$ cat config.mk
export PLATFORM = sky130hd
export DESIGN_NAME = led_pwm_dimmer
export DESIGN_NICKNAME = d
export VERILOG_FILES = /design/src/rtl/led_pwm_pkg.sv /design/src/rtl/btn_debounce.sv /design/src/rtl/led_pwm_dimmer.sv
export SDC_FILE = /design/constraint.sdc
export NUM_CORES = 1
export LEC_CHECK = 0
export ABC_AREA = 1
export CAP_MARGIN = 20
export CORE_AREA = 2 2 86 88
export DETAILED_ROUTE_END_ITERATION = 16
export DIE_AREA = 0 0 88 90
export PLACE_DENSITY = 0.74
export SYNTH_ARGS = -nofsm -noshare
export SYNTH_HDL_FRONTEND = slang
export SYNTH_HIERARCHICAL = 1
export SYNTH_SLANG_ARGS = --single-unit
$ cat constraint.sdc
create_clock -name clk_i -period 2.2 [get_ports clk_i]
set_input_delay 0.33 -clock clk_i [delete_from_list [all_inputs] [get_ports clk_i]]
set_output_delay 0.33 -clock clk_i [all_outputs]
set_load 0.05 [all_outputs]
$ cat src/rtl/led_pwm_pkg.sv
// Shared types and constants for the LED PWM dimmer: brightness level type,
// breathe sequencer states and the manual level stepping rule.
package led_pwm_pkg;

  typedef logic [3:0] level_t;

  typedef enum logic {RAMP_UP, RAMP_DOWN} breathe_state_e;

  localparam int     PWM_SLOTS = 16;
  localparam level_t LEVEL_RST = 4'd8;
  localparam level_t LEVEL_MAX = 4'd15;

  // Manual level never reaches 0, so a wrap from the top lands on 1
  function automatic level_t next_man_level(input level_t cur);
    return (cur == LEVEL_MAX) ? 4'd1 : cur + 4'd1;
  endfunction

endpackage

$ cat src/rtl/btn_debounce.sv
// Push-button conditioner: two-flop synchroniser followed by a stability
// counter; emits a single-clock pulse on each debounced press.
module btn_debounce #(
  parameter int CLK_IN_MHZ  = 125,
  parameter int DEBOUNCE_MS = 10
) (
  input  logic clk_i,
  input  logic rst_i,
  input  logic btn_i,
  output logic press_o
);

  localparam int DB_CNT = CLK_IN_MHZ * 1000 * DEBOUNCE_MS;
  localparam int CNT_W  = $clog2(DB_CNT + 1);

  logic             sync_meta;
  logic             sync_q;
  logic             sync_prev;
  logic             db_state;
  logic [CNT_W-1:0] stable_cnt;

  // Any movement of the synced input restarts the stability window
  always_ff @(posedge clk_i) begin
    if (rst_i) begin
      sync_meta  <= 1'b0;
      sync_q     <= 1'b0;
      sync_prev  <= 1'b0;
      db_state   <= 1'b0;
      stable_cnt <= '0;
      press_o    <= 1'b0;
    end else begin
      sync_meta <= btn_i;
      sync_q    <= sync_meta;
      sync_prev <= sync_q;
      press_o   <= 1'b0;
      if (sync_q != sync_prev) begin
        stable_cnt <= '0;
      end else if (sync_q == db_state) begin
        stable_cnt <= '0;
      end else if (stable_cnt == CNT_W'(DB_CNT - 1)) begin
        db_state   <= sync_q;
        stable_cnt <= '0;
        press_o    <= sync_q;
      end else begin
        stable_cnt <= stable_cnt + CNT_W'(1);
      end
    end
  end

endmodule

$ cat src/rtl/led_pwm_dimmer.sv
// Brightness stage for the LED pads: gates the logical pattern with a 16-level
// PWM whose duty comes from a debounced button or a triangle breathe sequencer.
module led_pwm_dimmer
  import led_pwm_pkg::*;
#(
  parameter int   CLK_IN_MHZ     = 125,
  parameter int   PWM_FREQ_KHZ   = 1,
  parameter int   DEBOUNCE_MS    = 10,
  parameter int   BREATHE_FRAMES = 32,
  parameter logic LED_POLARITY   = 1'b1
) (
  input  logic       clk_i,
  input  logic       rst_i,
  input  logic [7:0] led_i,
  input  logic       btn_i,
  input  logic       breathe_i,
  output logic [7:0] led_display_o,
  output logic [3:0] level_o
);

  localparam int SLOT_DIV = CLK_IN_MHZ * 1000 / (PWM_FREQ_KHZ * PWM_SLOTS);
  localparam int SLOT_W   = (SLOT_DIV > 1) ? $clog2(SLOT_DIV) : 1;
  localparam int FRAME_W  = (BREATHE_FRAMES > 1) ? $clog2(BREATHE_FRAMES) : 1;

  if (SLOT_DIV < 1) begin : g_slot_div_check
    $error("led_pwm_dimmer: clock too slow for requested PWM frame rate");
  end

  logic [SLOT_W-1:0]  slot_cnt;
  logic [3:0]         pwm_cnt;
  logic [FRAME_W-1:0] frame_cnt;
  breathe_state_e     breathe_state;
  level_t             breathe_level;
  level_t             man_level;
  level_t             duty_q;
  level_t             sel_level;
  logic               press;
  logic               slot_tick;
  logic               frame_tick;
  logic               pwm_on;

  btn_debounce #(
    .CLK_IN_MHZ (CLK_IN_MHZ),
    .DEBOUNCE_MS(DEBOUNCE_MS)
  ) u_btn_debounce (
    .clk_i  (clk_i),
    .rst_i  (rst_i),
    .btn_i  (btn_i),
    .press_o(press)
  );

  assign slot_tick  = (slot_cnt == SLOT_W'(SLOT_DIV - 1));
  assign frame_tick = slot_tick && (pwm_cnt == 4'(PWM_SLOTS - 1));
  assign pwm_on     = (pwm_cnt < duty_q);
  assign sel_level  = breathe_i ? breathe_level : man_level;
  assign level_o    = duty_q;

  always_ff @(posedge clk_i) begin
    if (rst_i) begin
      slot_cnt <= '0;
      pwm_cnt  <= '0;
    end else begin
      slot_cnt <= slot_tick ? '0 : slot_cnt + SLOT_W'(1);
      if (slot_tick) pwm_cnt <= pwm_cnt + 4'd1;
    end
  end

  // Breathe runs free even in manual mode so switching sources is seamless
  always_ff @(posedge clk_i) begin
    if (rst_i) begin
      frame_cnt     <= '0;
      breathe_state <= RAMP_UP;
      breathe_level <= '0;
    end else if (frame_tick) begin
      if (frame_cnt == FRAME_W'(BREATHE_FRAMES - 1)) begin
        frame_cnt <= '0;
        case (breathe_state)
          RAMP_UP: begin
            breathe_level <= breathe_level + 4'd1;
            if (breathe_level == LEVEL_MAX - 4'd1) breathe_state <= RAMP_DOWN;
          end
          RAMP_DOWN: begin
            breathe_level <= breathe_level - 4'd1;
            if (breathe_level == 4'd1) breathe_state <= RAMP_UP;
          end
          default: breathe_state <= RAMP_UP;
        endcase
      end else begin
        frame_cnt <= frame_cnt + FRAME_W'(1);
      end
    end
  end

  // Duty only moves at the frame boundary so a frame is never cut short
  always_ff @(posedge clk_i) begin
    if (rst_i) begin
      man_level     <= LEVEL_RST;
      duty_q        <= LEVEL_RST;
      led_display_o <= {8{~LED_POLARITY}};
    end else begin
      if (press) man_level <= next_man_level(man_level);
      if (frame_tick) duty_q <= sel_level;
      led_display_o <= ({8{pwm_on}} & led_i) ^ {8{~LED_POLARITY}};
    end
  end

endmodule

======== Word level (Yosys, flattened, before mapping) ========
Cells that the tools add are included.
storage, ports and cells
  register bits ........................... 69
  input bits .............................. 12
cells by class
  add/subtract/negate cells ............... 7
  $lt $le $gt $ge ......................... 1
  eq/ne operators ......................... 9
  mux-type cells .......................... 7
  bitwise gates (word level) .............. 5
  reductions and logical operators ........ 6
operators by type and width
  cell                                              count
  adder 21 x 1 -> 21 bit, second input constant     1
  == test 21 bit, second input constant             1
  adder 13 x 1 -> 13 bit, second input constant     1
  == test 13 bit, second input constant             1
  adder 4 x 1 -> 4 bit, second input constant       3
  == test 4 bit, second input constant              3
  bitwise AND 8 bit                                 1
  two-way mux 4 bit                                 2
  one-hot mux 4 bit (2 select lines)                1
  OR reduction 4 bit                                2
  adder 5 x 1 -> 5 bit, second input constant       1
  == test 5 bit, second input constant              1
  two-way mux 5 bit                                 1
  == test 4 x 1 -> 1 bit, second input constant     1
  < comparator 4 bit                                1
  inverter 1 bit                                    4
  subtractor 4 x 1 -> 4 bit, second input constant  1
  AND reduction 3 bit                               1
  two-way mux 1 bit                                 2
  one-hot mux 1 bit (2 select lines)                1
  AND reduction 2 bit                               1
  OR reduction 2 bit                                1
  == test 1 bit                                     1
  logical AND 1 bit                                 1
  inequality test 1 bit                             1

======== Longest topological paths before layout ========
Gate-level depths: netlist of run 1.
  depth after elaboration ................. 3
  mapped depth ............................ 11
  depth with buffers taken out ............ 10

======== Modules after synthesis ========
The synthesis of run 1 kept the hierarchy.
by module, submodules not included
  module          times used  cells each  area each (µm²)
  led_pwm_dimmer  1           306         2205.9
  btn_debounce    1           192         1326.3

======== Worst setup path before layout of run 1 ========
No wires, ideal clock.
  path kind ............................... register to register
  from .................................... register duty_q[1] (netlist: level_o[1])
  to ...................................... register led_display_o[0]
  arrival time ............................ 1505 ps
  required time ........................... 2133 ps
  setup slack ............................. 628 ps
  cell stages (with the launch flop) ...... 7
  buffers on the path ..................... 0
  clock period less this slack ............ 1572 ps
  cells stage by stage .................... dfxtp_1 inv_1 ha_1 o21a_1 o211ai_1 nand2_1 nor2_1
between the ends
  word-level cells in the longest chain between the ends .. 2
ends and longest elaborated chain
  what                    RTL line               RTL
  start, declared         led_pwm_dimmer.sv:35   level_t duty_q;
  start signal, assigned  led_pwm_dimmer.sv:102  if (frame_tick) duty_q <= sel_level;
  < comparator 4 bit      led_pwm_dimmer.sv:54   assign pwm_on = (pwm_cnt < duty_q);
  bitwise AND 8 bit       led_pwm_dimmer.sv:103  led_display_o <= ({8{pwm_on}} & led_i) ^ {8{~LED_POLARITY}};
  end signal, assigned    led_pwm_dimmer.sv:99   led_display_o <= {8{~LED_POLARITY}};
  end signal, assigned    led_pwm_dimmer.sv:103
  end, declared           led_pwm_dimmer.sv:17   output logic [7:0] led_display_o,
Every way passes these cells.
A chain may end at the register's enable or synchronous reset.

======== Worst setup path in the final report of run 1 ========
  from .................................... register duty_q[3] (netlist: level_o[3])
  to ...................................... output level_o[3]
RTL lines
  what           RTL line              RTL
  end, declared  led_pwm_dimmer.sv:18  output logic [3:0] level_o
No word-level cell between the ends.

==> results.ini, run 1 <==
[detailed_routing]
wl_met1_mm = 3.184
wl_met2_mm = 3.501
routedWlPerCell_um = 11.04
drt_pass1_iterations = 4
wirelength_mm = 6.976
viasPerCell = 4.869
drt_drc_violations_left = 0
ant_nets = 0
drtIter0Drc = 113
num_vias = 3077
dr.max_layer_used = met4
wl_met3_um = 165

[global_route]
grt_max_degree = 22
overflow = 0
grt_usage_pct = 18.80
grt_pass1_vias = 2878
grt_pass1_wl_mm = 11.99
antenna_found_initial = 0

[placed_design]
dp_hpwl_mm = 5.080
dp_slack_ns = 0.4843
dp_cells = 616
place.gp.congestion = 0.8615
place.port_buffers = 23

[timing]
fin_crit_ns = 1.884
tightest_slew_ns = 0.5349
fin_worst_skew_ns = 0.01208
fin_ws_ns = 0.3160
rsz0062_at_grt = false
finalHoldViolations = 0
slew_viol_final = 0
fmax_ghz = 0.5308
fin_tns_setup_ns = 0
setup_viol = 0
period_share_pct = 85.63
maxSlewHeadroom_pct = 64.23

[floorplanning]
die_y_um = 90
rows = 31
die-area_mm2 = 0.007920
ios = 24
start_util_pct = 50.31
die_x_um = 88
core_area_mm2 = 0.007020

[clock_tree]
clk_latency_ns = 0.35
cts_sinks = 69
numCtsBuffers = 9
post_cts_resize_count = 0
cts.hold.buffers_added = 0
postCtsSetupBuffers = 0
h-tree-depth = 3
clock-root-buffer = clkbuf_8
cts_buffer_depth = 2
cts_tree = built
clkSlewWorstSetupHoldPaths_ns = 0.08

[finish]
diodes = 0
syn_to_final_growth_pct = 16.26
num-nets-final = 553
drive_gt1_share_pct = 10.13
final_cells = 632

[yosys]
synthCells = 498
syn_area_per_cell_um2 = 7.093
ys_seq_elements = 69
synth_compound_area_share_pct = 8.785
synth_cell_types = 33
syn_area_mm2 = 0.003532
synth-adder-area-share_pct = 4.605
synth_top_area_share_pct = 39.11
syn-num-nets = 523
ys_seq_area_share_pct = 39.11
synth_top_family_by_area = simple AND/OR/NAND/NOR gates
synth.area.top_cells = dfxtp_1, nand2_1, nor2_1
yosys-mux-area-fraction_pct = 0
synth_warnings = 6
synth.largest_area_cell = dfxtp_1
synth-xor-area-share_pct = 3.719
synthSimpleGateAreaFrac_pct = 36.10

[worst_setup_path]
r2r-end = breathe_level[3]$_SDFFE_PP0P_
r2r_slack_ns = 0.45
path_cells = clkdlybuf4s50_1
reg2reg_depth = 9
cpPeakStageDelay_ns = 0.84
cp_max_fo = 3
start_kind = flop
required_ns = 1.87
critPathArrivalTime_ns = 1.55
cp-end-kind = primary output
critical_path.slowest_cell = clkdlybuf4s50_1
r2r-start = frame_cnt[0]$_SDFFE_PP0P_
critPathKind = reg2out
path_buf_inv = 1
critPathLaunch = level_o[3]$_SDFFE_PP1P_
crit_family = buffers and inverters

[min_path]
holdPathEnd = u_btn_debounce/sync_q$_SDFF_PP0_
worstHoldStart = u_btn_debounce/sync_meta$_SDFF_PP0_
holdPathStages = 2
min_path_type = reg2reg

[run]
drv_cap = 0

[power_and_ir_drop]
ir_drop_mv = 0.2970
cellPowerDensity_mw_per_mm2 = 649.2
p_leak_uw = 0.001523

[status]
status = completed

==> flip-flops by register name, summed over array words and instances, names as in the netlist <==
register                   cells
u_btn_debounce/sync_prev       1
u_btn_debounce/press_o         1
breathe_level                  4
u_btn_debounce/stable_cnt     21
u_btn_debounce/sync_q          1
level_o                        4
breathe_state                  1
slot_cnt                      13
u_btn_debounce/db_state        1
u_btn_debounce/sync_meta       1
man_level                      4
frame_cnt                      5
pwm_cnt                        4
led_display_o                  8
==> worst max path at each step <==
stage,cells after the start,to
after floorplan,6,led_display_o[0]$_SDFF_PP0_
after global placement,4,u_btn_debounce/stable_cnt[20]$_SDFF_PP0_
after detailed placement,4,u_btn_debounce/stable_cnt[14]$_SDFF_PP0_
after CTS,1,level_o[3]
after global routing,9,breathe_level[3]$_SDFFE_PP0P_
final,1,level_o[3]
==> power by group <==
group / internal [uW] / leakage [uW] / switching [uW]
logic: 44.2 / 0.000844 / 67.6
registers: 1260 / 0.000559 / 6.54
clock network: 789 / 0.000120 / 496
total: 2100 / 0.00152 / 570
==> layout by cell type (no fill, tap or decap), types with 13 or more instances in the layout <==
cell,instances
ha_1,13
dfxtp_1,69
nor2_1,75
nand4_1,14
a21oi_1,32
o21ai_0,13
nand2_1,127
nand3_1,26
inv_1,55
clkdlybuf4s50_1,23
==> worst min-delay path, delay by kind of cell (launching register included) <==
| family | cells | cell delay, ns |
|---|---|---|
| flops | 1 | 0.31 |
| buf+inv | 1 | 0.04 |
| simple gates | 1 | 0.03 |
==> metrics by stage <==
| step | hold WS (ns) | total power [uW] | area (um^2) | utilization (%) |
|---|---|---|---|---|
| 2_1_floorplan | 0.3883 | 1364 | 3532 | - |
| 3_3_place_gp | 0.3924 | 1409 | 3859 | 54.96 |
| 3_5_place_dp | 0.4006 | 1411 | 3859 | 54.96 |
| 4_1_cts | 0.4119 | 2684 | 4106 | 58.49 |
| 5_1_grt | 0.4501 | 2740 | 4106 | 58.49 |
| 6_report | 0.4102 | 2666 | 4106 | 58.49 |
==> logic make-up after synthesis <==
group,after synthesis
simple gates,278
flops,69
buf+inv,67
compound gates,56
xor+xnor,15
fa+ha+maj,13
==> cells in the mapped netlist, drive strengths merged <==
library cell  count
nand2           137
nor2             87
dfxtp            69
inv              60
a21oi            34
nand3            30
nand4            14
ha               13
o21ai            13
xor2             10
nor3              7
xnor2             5
buf               4
o211ai            3
o21a              3
clkbuf            2
o21bai            2
or2               2
a21boi            1
clkinv            1
nor3b             1
==> layout make-up <==
type / instances / area [um^2]
fill: 647 / 2914
multi-input combinational: 362 / 1879
sequential: 69 / 1381
timing repair buffer: 25 / 245.2
inverter: 61 / 229.0
clock buffer: 11 / 141.4
tap: 99 / 123.9
clock inverter: 5 / 106.4
==> per-layer routing <==
metal | track usage [%] | up-vias
met5 | 0 | -
met4 | 8.846 | 0
met3 | 3.673 | 11
met2 | 31.94 | 29
met1 | 22.30 | 1402
li1 | - | 1635
(Power assumes the default switching activity.)
==> inputs of run 2 (changes only) <==
Settings changed: CORE_AREA 2 2 86 88 to 3 3 87 89, DIE_AREA 0 0 88 90 to 0 0 90 92.
==> results.ini, run 2 (synthesis gave the netlist of run 1 again) <==
[status]
status = completed

[worst_setup_path]
cpPeakStageDelay_ns = 0.81
crit_family = buffers and inverters
reg2reg_depth = 6
start_kind = flop
path_cells = clkdlybuf4s50_1
critPathKind = reg2out
critical_path.slowest_cell = clkdlybuf4s50_1
critPathLaunch = level_o[3]$_SDFFE_PP1P_
path_buf_inv = 1
crit_cells = 1
required_ns = 1.87
critPathArrivalTime_ns = 1.51
cp_max_fo = 3
cp-end-kind = primary output
r2r-start = pwm_cnt[0]$_SDFFE_PP0P_

[clock_tree]
cts_buffer_depth = 2
cts.hold.buffers_added = 0
post_cts_resize_count = 0
h-tree-depth = 3
numCtsBuffers = 9
cts_tree = built
cts_sinks = 69
clkSlewWorstSetupHoldPaths_ns = 0.08
clock-root-buffer = clkbuf_8
clk_latency_ns = 0.35
postCtsSetupBuffers = 0

[finish]
final_common_cell = nand2_1
top_register = u_btn_debounce/stable_cnt
layout_common_cells = nand2_1, nor2_1, dfxtp_1
fill_cells = 661
reg.largest.list = u_btn_debounce/stable_cnt x21, slot_cnt x13, led_display_o x8
drive_gt1_share_pct = 10.49
diodes = 0
fin_area_mm2 = 0.004060
largest_reg_flops = 21
final_cells = 630
syn_to_final_growth_pct = 14.95
fin_util_pct = 59.43
num-nets-final = 554

[power_and_ir_drop]
ir_drop_mv = 0.2968
finalPower_uw = 2428
cellPowerDensity_mw_per_mm2 = 598.0
p_leak_uw = 0.001508

[min_path]
min_path_type = reg2reg
worstHoldStart = u_btn_debounce/sync_meta$_SDFF_PP0_
holdPathStages = 2

[global_route]
overflow = 0
grt_pass1_vias = 2904
grtUsageMet3_pct = 4.266
grtUsageMet1_pct = 22.05
antenna_found_initial = 0
grt_usage_pct = 17.94
grt_max_degree = 22
top_usage_layer = met2
met2_usage_pct = 31.55
grt_pass1_wl_mm = 12.42

[timing]
maxSlewHeadroom_pct = 65.53
fin_worst_skew_ns = 0.009082
rsz0062_at_grt = false
setup_viol = 0
fmax_ghz = 0.5422
tightest_slew_ns = 0.5155
period_share_pct = 83.83
fin_tns_setup_ns = 0
finalHoldViolations = 0
fin_crit_ns = 1.844
slew_viol_final = 0

[detailed_routing]
num_vias = 3111
ant_nets = 0
drt_drc_violations_left = 0
drt_pass1_iterations = 4
routedWlPerCell_um = 11.03
viasPerCell = 4.938
drtIter0Drc = 96
wirelength_mm = 6.951

[floorplanning]
ios = 24
die-area_mm2 = 0.008280
rows = 30
die_y_um = 92
core_area_mm2 = 0.006832
die_x_um = 90
start_util_pct = 51.70

[placed_design]
place.port_buffers = 23
place.gp.congestion = 0.8736
dp_hpwl_mm = 5.165
place_area_mm2 = 0.003862
dp_cells = 614

[run]
drv_cap = 0

[run 2: cell types whose count changed in the layout (fill, tap and decap cells not counted), sizes merged]
cell    previous run  this run
inv               61        62
clkbuf            11         9
buf                2         3
clkinv             1         4
bufinv             3         1
[run 2: final timing paths]
check,to,slack (ns)
setup / recovery,level_o[3],0.36
hold / removal,u_btn_debounce/sync_q$_SDFF_PP0_,0.40
setup reg to reg,level_o[0]$_SDFFE_PP0P_,0.47
hold reg to reg,u_btn_debounce/sync_q$_SDFF_PP0_,0.40
[run 2: metal layers]
layer / up-vias / part of all wire (%)
met4: 0 / 0.81
met2: 44 / 48
li1: 1652 / -
met1: 1407 / 48
met3: 8 / 3.0
met5: - / 0
[run 2: stage by stage]
stage               setup WS, ns  hold slack, ns
detailed placement        0.4869          0.3928
global route              0.2900          0.4360
finish                    0.3558          0.4026
floorplan                 0.6281          0.3883
global placement          0.5591          0.3916
CTS                       0.3293          0.4048
[run 2: layout make-up]
| type | count | area [um^2] | share of cell area (%) |
|---|---|---|---|
| multi-input cells | 362 | 1879 | 46.29 |
| flip-flops and latches | 69 | 1381 | 34.02 |
| repair buffers | 26 | 252.7 | 6.225 |
| inverters | 61 | 229.0 | 5.639 |
| clock buffers | 9 | 123.9 | 3.051 |
| well taps | 96 | 120.1 | 2.958 |
| clock inverters | 7 | 73.82 | 1.818 |
[run 2: power breakdown]
part / total [uW] / internal [uW] / switching (uW)
registers: 1270 / 1260 / 6.59
clock network: 1050 / 529 / 517
logic: 113 / 45.3 / 67.3
==> inputs of run 3 (changes only) <==
Clock period 2.2 ns to 1.8 ns, I/O delays scaled along.
==> results.ini, run 3 (synthesis gave the netlist of run 1 again) <==
[clock_tree]
cts_tree = built
numCtsBuffers = 9
cts_sinks = 69
clock-root-buffer = clkbuf_8
postCtsSetupBuffers = 0
clkSlewWorstSetupHoldPaths_ns = 0.08
h-tree-depth = 3
clk_latency_ns = 0.34
cts_buffer_depth = 2
cts.hold.buffers_added = 0

[finish]
num-nets-final = 556
seq_area_mm2 = 0.001381
largest_reg_flops = 21
diodes = 0
top_register = u_btn_debounce/stable_cnt
syn_to_final_growth_pct = 16.37
final_cells = 632
fill_cells = 659
drive_gt1_share_pct = 11.19
reg.largest.list = u_btn_debounce/stable_cnt x21, slot_cnt x13, led_display_o x8
multi_input_area_mm2 = 0.001887
final_common_cell = nand2_1
layout_common_cells = nand2_1, nor2_1, dfxtp_1
fin_util_pct = 60.16

[worst_setup_path]
reg2reg_depth = 6
r2r-end = u_btn_debounce/stable_cnt[5]$_SDFF_PP0_
critPathKind = reg2out
cp_max_fo = 2
crit_family = buffers and inverters
required_ns = 1.53
path_buf_inv = 1
start_kind = flop
cpPeakStageDelay_ns = 0.80
path_cells = clkdlybuf4s50_1
cp-end-kind = primary output
critical_path.slowest_cell = clkdlybuf4s50_1
critPathArrivalTime_ns = 1.47
r2r_slack_ns = 0.18
r2r-start = u_btn_debounce/stable_cnt[0]$_SDFF_PP0_

[power_and_ir_drop]
cellPowerDensity_mw_per_mm2 = 751.8
finalPower_uw = 3090
p_leak_uw = 0.001557
ir_drop_mv = 0.3902

[detailed_routing]
ant_nets = 0
wl_met1_mm = 3.303
wl_met2_mm = 3.219
wl_met3_um = 218
drt_pass1_iterations = 4
dr.max_layer_used = met4
wirelength_mm = 6.825
drt_drc_violations_left = 0
routedWlPerCell_um = 10.80
viasPerCell = 4.896
num_vias = 3094
drtIter0Drc = 111

[timing]
finalHoldViolations = 0
fmax_ghz = 0.5753
fin_tns_setup_ns = 0
maxSlewHeadroom_pct = 65.75
rsz0062_at_grt = false
fin_crit_ns = 1.738
slew_viol_final = 0
period_share_pct = 96.56
fin_worst_skew_ns = 0.01057
setup_viol = 0
tightest_slew_ns = 0.5122

[global_route]
grt_pass1_vias = 2941
grt_usage_pct = 17.86
overflow = 0
antenna_found_initial = 0
grt_pass1_wl_mm = 12.36
grt_max_degree = 22

[run]
drv_cap = 0

[min_path]
holdPathEnd = u_btn_debounce/sync_q$_SDFF_PP0_
worstHoldStart = u_btn_debounce/sync_meta$_SDFF_PP0_
min_path_type = reg2reg
holdPathStages = 2

[floorplanning]
die_x_um = 90
core_area_mm2 = 0.006832
die-area_mm2 = 0.008280
ios = 24
rows = 30
die_y_um = 92
start_util_pct = 51.70

[placed_design]
place.port_buffers = 23
dp_hpwl_mm = 5.209
place.gp.congestion = 0.9073
dp_cells = 616

[status]
status = completed

==> run 3: metrics by stage <==
step / instance area [um^2] / hold WS [ns] / setup slack (ns)
after global routing: 4110 / 0.4488 / 0.007261
after floorplan: 3532 / 0.3391 / 0.2281
after global placement: 3877 / 0.3973 / 0.1670
after CTS: 4098 / 0.4281 / 0.03526
after detailed placement: 3877 / 0.4156 / 0.1235
final: 4110 / 0.4306 / 0.06185
==> run 3: final cells by class <==
class | instances | area share, %
clock buffer | 9 | 3.014
clock inverter | 7 | 2.374
inverter | 61 | 5.571
multi-input combinational | 362 | 45.91
sequential | 69 | 33.61
tap | 96 | 2.922
timing repair buffer | 28 | 6.606
==> run 3: worst max path at each step <==
stage	start	end	slack, ns	depth (start not counted)
after floorplan	level_o[1]$_SDFFE_PP0P_	led_display_o[0]$_SDFF_PP0_	0.23	6
after global placement	frame_cnt[0]$_SDFFE_PP0P_	breathe_level[3]$_SDFFE_PP0P_	0.17	9
after detailed placement	rst_i	u_btn_debounce/stable_cnt[20]$_SDFF_PP0_	0.12	4
after CTS	level_o[1]$_SDFFE_PP0P_	level_o[1]	0.04	1
after global routing	led_display_o[0]$_SDFF_PP0_	led_display_o[0]	0.007	1
final	level_o[0]$_SDFFE_PP0P_	level_o[0]	0.06	1
==> run 3: layer usage <==
layer	track usage, %	up-vias
met1	22.28	1390
met5	0	-
met4	7.526	0
met2	30.12	49
li1	-	1647
met3	3.527	8
==> run 3: where the power goes <==
| part | switching (uW) | internal [uW] |
|---|---|---|
| registers | 8.41 | 1540 |
| logic | 82.9 | 55.5 |
| clock network | 616 | 784 |
| total | 707 | 2380 |
==> run 3: timing repair <==
action / CTS / global route
hold endpoints to repair: 0 / 0
cloned: 0 / 0
setup endpoints to repair: 1 / 4
gates resized for setup: 1 / 4
